**src/rtl/nonce_uart_tx.sv**
```systemverilog
// nonce_uart_tx: queues found nonces in a small FIFO and returns each one to the host as 8N1 UART bytes.
// Defining NONCE_TX_CHECKSUM_EN appends an XOR checksum byte to every frame (6 bytes instead of 5).
module nonce_uart_tx #(
   parameter int CLKS_PER_BIT = 434,
   parameter int FIFO_DEPTH   = 4
) (
   input  logic                        clk,
   input  logic                        rst_n,
   input  logic                        nonce_valid,
   input  logic [31:0]                 nonce,
   output logic                        nonce_ready,
   output logic                        tx,
   output logic                        busy,
   output logic                        overflow,
   output logic [$clog2(FIFO_DEPTH):0] level
);
   // state | meaning
   // IDLE  | line idle, waiting for a queued nonce
   // LOAD  | one cycle: pop FIFO head into the frame register, line high
   // START | start bit (low)
   // DATA  | eight data bits, LSB first
   // STOP  | stop bit (high), then next byte, next nonce or idle
   typedef enum logic [2:0] {IDLE, LOAD, START, DATA, STOP} state_t;

   localparam int PTR_W = $clog2(FIFO_DEPTH);
   localparam int CNT_W = $clog2(CLKS_PER_BIT);
   localparam logic [CNT_W-1:0] CNT_MAX = CNT_W'(CLKS_PER_BIT - 1);
   localparam logic [PTR_W:0]   FULL    = (PTR_W + 1)'(FIFO_DEPTH);
`ifdef NONCE_TX_CHECKSUM_EN
   localparam logic [2:0] LAST_BYTE = 3'd5;
`else
   localparam logic [2:0] LAST_BYTE = 3'd4;
`endif

   state_t             state_q, state_d;
   logic [CNT_W-1:0]   cnt_q, cnt_d;
   logic [2:0]         bit_q, bit_d;
   logic [2:0]         byte_q, byte_d;
   logic [31:0]        word_q, word_d;
   logic               tx_q, tx_d;
   logic               ovf_q, ovf_d;
   logic [PTR_W:0]     level_q, level_d;
   logic [PTR_W-1:0]   wr_q, wr_d;
   logic [PTR_W-1:0]   rd_q, rd_d;
   logic [31:0]        mem [FIFO_DEPTH];
   logic               push, pop, bit_end;
   logic [7:0]         cur_byte;

   function automatic logic [7:0] frame_byte(input logic [31:0] n, input logic [2:0] idx);
      logic [7:0] b;
      b = 8'h55;
      case (idx)
         3'd1:    b = n[31:24];
         3'd2:    b = n[23:16];
         3'd3:    b = n[15:8];
         3'd4:    b = n[7:0];
`ifdef NONCE_TX_CHECKSUM_EN
         3'd5:    b = n[31:24] ^ n[23:16] ^ n[15:8] ^ n[7:0];
`endif
         default: b = 8'h55;
      endcase
      return b;
   endfunction

   // Ready comes from the registered level, so a pop never frees a slot in its own cycle.
   assign nonce_ready = (level_q != FULL);
   assign push        = nonce_valid && nonce_ready;
   assign tx          = tx_q;
   assign busy        = (state_q != IDLE);
   assign overflow    = ovf_q;
   assign level       = level_q;

   always_comb begin
      state_d = state_q;
      cnt_d   = cnt_q;
      bit_d   = bit_q;
      byte_d  = byte_q;
      word_d  = word_q;
      pop     = 1'b0;
      bit_end = (cnt_q == CNT_MAX);
      case (state_q)
         IDLE: begin
            if (level_q != '0) state_d = LOAD;
         end
         LOAD: begin
            pop     = 1'b1;
            word_d  = mem[rd_q];
            byte_d  = 3'd0;
            bit_d   = 3'd0;
            cnt_d   = '0;
            state_d = START;
         end
         START: begin
            cnt_d = bit_end ? '0 : cnt_q + 1'b1;
            if (bit_end) begin
               bit_d   = 3'd0;
               state_d = DATA;
            end
         end
         DATA: begin
            cnt_d = bit_end ? '0 : cnt_q + 1'b1;
            if (bit_end) begin
               if (bit_q == 3'd7) state_d = STOP;
               else               bit_d   = bit_q + 3'd1;
            end
         end
         STOP: begin
            cnt_d = bit_end ? '0 : cnt_q + 1'b1;
            if (bit_end) begin
               if (byte_q == LAST_BYTE) begin
                  state_d = (level_q != '0) ? LOAD : IDLE;
               end else begin
                  byte_d  = byte_q + 3'd1;
                  state_d = START;
               end
            end
         end
         default: state_d = IDLE;
      endcase

      // The line is registered from the next state so it changes only on clock edges.
      cur_byte = frame_byte(word_d, byte_d);
      case (state_d)
         START:   tx_d = 1'b0;
         DATA:    tx_d = cur_byte[bit_d];
         default: tx_d = 1'b1;
      endcase
   end

   always_comb begin
      wr_d    = push ? wr_q + 1'b1 : wr_q;
      rd_d    = pop  ? rd_q + 1'b1 : rd_q;
      ovf_d   = ovf_q | (nonce_valid & ~nonce_ready);
      level_d = level_q;
      case ({push, pop})
         2'b10:   level_d = level_q + 1'b1;
         2'b01:   level_d = level_q - 1'b1;
         default: level_d = level_q;
      endcase
   end

   always_ff @(posedge clk) begin
      if (!rst_n) begin
         state_q <= IDLE;
         cnt_q   <= '0;
         bit_q   <= 3'd0;
         byte_q  <= 3'd0;
         word_q  <= '0;
         tx_q    <= 1'b1;
         ovf_q   <= 1'b0;
         level_q <= '0;
         wr_q    <= '0;
         rd_q    <= '0;
      end else begin
         state_q <= state_d;
         cnt_q   <= cnt_d;
         bit_q   <= bit_d;
         byte_q  <= byte_d;
         word_q  <= word_d;
         tx_q    <= tx_d;
         ovf_q   <= ovf_d;
         level_q <= level_d;
         wr_q    <= wr_d;
         rd_q    <= rd_d;
      end
   end

   always_ff @(posedge clk) begin
      if (push) mem[wr_q] <= nonce;
   end

endmodule

```
**config.mk**
```make
export PLATFORM = sky130hd
export DESIGN_NAME = nonce_uart_tx
export DESIGN_NICKNAME = d
export VERILOG_FILES = /design/src/rtl/nonce_uart_tx.sv
export SDC_FILE = /design/constraint.sdc
export NUM_CORES = 1
export LEC_CHECK = 0
export BUFFER_PORTS_ARGS = -buffer_cell sky130_fd_sc_hd__buf_4
export CELL_PAD_IN_SITES_DETAIL_PLACEMENT = 0
export CELL_PAD_IN_SITES_GLOBAL_PLACEMENT = 2
export CORE_ASPECT_RATIO = 0.6
export CORE_MARGIN = 5
export CORE_UTILIZATION = 45
export DETAILED_ROUTE_END_ITERATION = 10
export MAX_ROUTING_LAYER = met4
export PLACE_DENSITY_LB_ADDON = 0.1
export SLEW_MARGIN = 20
export SYNTH_ARGS = -nofsm -noshare
export SYNTH_HDL_FRONTEND = slang
export SYNTH_SLANG_ARGS = --single-unit
```
**constraint.sdc**
```tcl
create_clock -name clk -period 3 [get_ports clk]
set_input_delay 0.15 -clock clk [delete_from_list [all_inputs] [get_ports clk]]
set_output_delay 0.15 -clock clk [all_outputs]
set_load 0.02 [all_outputs]
```
==> metrics.yaml <==
worst_setup_path:
  path_buf_inv: 2
  critPathMostFrequentCell: "buf_4"
  startpoint_type: "flop"
  slowest_delay_ns: 0.55
  end_kind: "flop"
  path_delay_family: "compound AO/OA/AOI/OAI gates"
  worstPathArrival_ns: 3.21
  path_cells: "buf_4, and2_2, o21ai_0, nand3_4, buf_4, or4_1, o2111ai_1, o211a_1, o41ai_1, o21ai_1"
  criticalPathCategory: "reg2reg"
  crit_required_ns: 3.35
  cp_max_fo: 9
  crit_slowest_cell: "o21ai_0"
floorplan:
  coreArea_um2: 17300
  die_width_um: 182
  die_area_um2: 20600
  io_pins: 42
  rows: 37
  die_y_um: 113
  start_util_pct: 46.3
logic_synthesis:
  ys_seq_area_share_pct: 63.4
  syn_nets: 567
  netlist.area_leader.share_pct: 48.1
  netlist_instances: 521
  synth_top_cell_by_area: "edfxtp_1"
  synth_edf_count: 128
  synth_seq_cells: 189
  synth_cell_types: 70
  syn-cell-area_um2: 7990
  yosys-top-cells-area: "edfxtp_1, dfxtp_1, mux4_2"
  async_reset_ff_share_pct: 0
  ys.flop_type: "edfxtp_1"
  ys.warnings.count: 0
  synth_area_per_cell_um2: 15.3
cts:
  cts_root_buffer: "clkbuf_16"
  ctsLongestPathBuffers: 2
  cts_tree: "done"
  cts.sinks: 189
  clk-insertion-delay-late_ns: 0.43
  clk_pin_slew_worst_paths_ns: 0.08
  htree_levels: 4
  cts_buffers: 17
global_routing:
  gr-usage-all-layers_pct: 16.8
  grt_max_degree: 60
  grt_overflow: 0
  grt_pass1_vias: 4682
  grt_pass1_wl_um: 26000
  antenna_found_initial: 0
timing:
  maxSlewHeadroom_pct: 53.3
  finalHoldViolations: 0
  worst_pin_slew_ns: 0.696
  max_freq_ghz: 0.350
  finalSetupViolations: 0
  finClkSkew_ns: 0.0134
  holdWs_ns: 0.0316
  fin_crit_sh_pct: 95.3
  fin_crit_ns: 2.86
  maxSlewViolCount: 0
pwr:
  irDropWorstVdd_v: 0.000340
  intPower_mw: 5.08
  power_density_nw_per_um2: 748
  pwr-share-clk_pct: 30.0
  leakage_nw: 3.27
  p_sw_share_pct: 29.6
  total_power_mw: 7.21
  sequentialPowerShare_pct: 45.2
  p_comb_share_pct: 24.8
  switchingPower_mw: 2.13
route:
  post_drt_wl_per_cell_um: 18.5
  drc_errors: 0
  totalWireLength_um: 16100
  drt-vias-per-instance: 5.19
  drtPass1Iterations: 4
  vias: 4502
  drt_iter0_markers: 280
  ant_nets: 0
final_layout:
  n_antenna_cell: 0
  fillers: 1383
  nNetsFinal: 666
  layout-drive-gt1-share_pct: 25.8
  fin_util_pct: 55.8
  area_delta_synth_final_pct: 20.7
status:
  outcome: "completed"
placement:
  gp_congestion: 0.816
  dpl.hpwl_um: 10200
  io_buffer_count: 41
flow_run:
  max_cap_violations: 0
worst_hold_path:
  hp-class: "in2reg"
-- registers in the layout (all words and copies together) (netlist names), named ones only --
name / count
state_q: 3
tx: 1
mem: 128
wr_q: 2
level: 3
cnt_q: 9
rd_q: 2
bit_q: 3
byte_q: 3
word_q: 32
overflow: 1
-- cell families after synthesis --
family / count (synthesis) / synth area share, %
AO/OA/AOI/OAI: 60 / 5.97
XOR/XNOR: 7 / 0.767
multiplexers: 73 / 14.2
buffers and inverters: 40 / 2.79
flip-flops: 189 / 63.4
AND/OR/NAND/NOR: 141 / 11.0
adder cells (fa/ha/maj): 11 / 1.82
-- worst reg2reg max path, stage by stage, from the launching register on --
cell and delay, ns:
dfxtp_1 0.33, buf_4 0.17, and2_2 0.20, o21ai_0 0.55
nand3_4 0.29, buf_4 0.24, or4_1 0.49, o2111ai_1 0.12
o211a_1 0.18, o41ai_1 0.07, o21ai_1 0.14
-- per-stage QoR --
stage          area (µm²)  cells  TNS, ns  setup slack, ns
2_1_floorplan        7990    521        0            0.279
3_3_place_gp         8650    794        0            0.181
3_5_place_dp         8650    794        0           0.0281
4_1_cts              9550    858        0           0.0205
5_1_grt              9640    867  -0.0201          -0.0201
6_report             9640    867        0            0.140
-- area by class of cell --
| class | instances | area, µm² | share of cell area, % |
|---|---|---|---|
| sequential | 189 | 5070 | 52.6 |
| clock inverter | 14 | 149 | 1.54 |
| timing repair buffer | 107 | 921 | 9.55 |
| clock buffer | 18 | 429 | 4.45 |
| multi-input combinational | 293 | 2740 | 28.4 |
| inverter | 12 | 45.0 | 0.467 |
| tap | 234 | 293 | 3.04 |
-- final timing paths --
kind / startpoint / endpoint / slack (ns) / depth (start not counted)
hold reg to reg: word_q[14]$_SDFF_PN0_ / word_q[14]$_SDFF_PN0_ / 0.51 / 2
hold / removal: nonce_valid / overflow$_SDFF_PN0_ / 0.03 / 3
setup reg to reg: state_q[2]$_SDFF_PN0_ / tx$_SDFF_PN1_ / 0.14 / 10
setup / recovery: state_q[2]$_SDFF_PN0_ / tx$_SDFF_PN1_ / 0.14 / 10
-- layout by cell type (no fill, tap or decap), types with 3 or more instances in the layout --
cell type,instances
edfxtp_1,128
buf_4,72
dfxtp_1,59
nor2b_1,42
mux2i_1,39
dlygate4sd3_1,32
mux4_2,31
nand2_1,18
clkbuf_16,17
and2_1,15
inv_1,12
nor2_1,11
o21ai_0,11
ha_1,10
a21oi_1,9
nor4_1,7
and3_1,6
nor3b_1,6
xnor2_1,5
nand3_1,5
or3_1,4
or4_1,4
and3_2,3
o31ai_1,3
o221a_2,3
a31oi_1,3
nor3_1,3
a211oi_1,3
inv_6,3
clkinvlp_4,3
inv_8,3
clkinv_8,3
buf_12,3
-- layer usage --
layer | wire length (µm) | vias up | part of all wire, % | GRT usage (%)
met5 | 0 | - | 0 | -
met4 | 80 | 0 | 0.50 | 4.40
met3 | 509 | 7 | 3.2 | 3.37
met2 | 7090 | 62 | 44 | 23.7
met1 | 8400 | 2224 | 52 | 24.9
li1 | - | 2209 | - | -
-- Yosys cell counts, drive strengths merged, types with 9 or more instances --
library cell and count:
a21oi 9, and2 16, and3 10, buf 14, clkbuf 14, dfxtp 61, edfxtp 128, ha 10
inv 12, mux2i 39, mux4 32, nand2 19, nor2 11, nor2b 42, o21ai 12
-- timing repair --
item	CTS	global route
gates cloned	0	1
setup endpoints to repair	1	1
setup buffers	0	8
hold buffers	32	0
endpoints found under the hold margin	128	0
pin swaps	0	4
gates resized for setup	1	6
-- power by group through the flow --
stage,registers (mW),clock network (mW),logic [mW]
6_report,3.26,2.16,1.79
5_1_grt,3.29,2.36,1.98
4_1_cts,3.25,2.23,1.82
3_5_place_dp,3.31,0,1.78
3_3_place_gp,3.30,0,1.77
2_1_floorplan,3.28,0,1.22
Power figures use the tool's default switching activity.
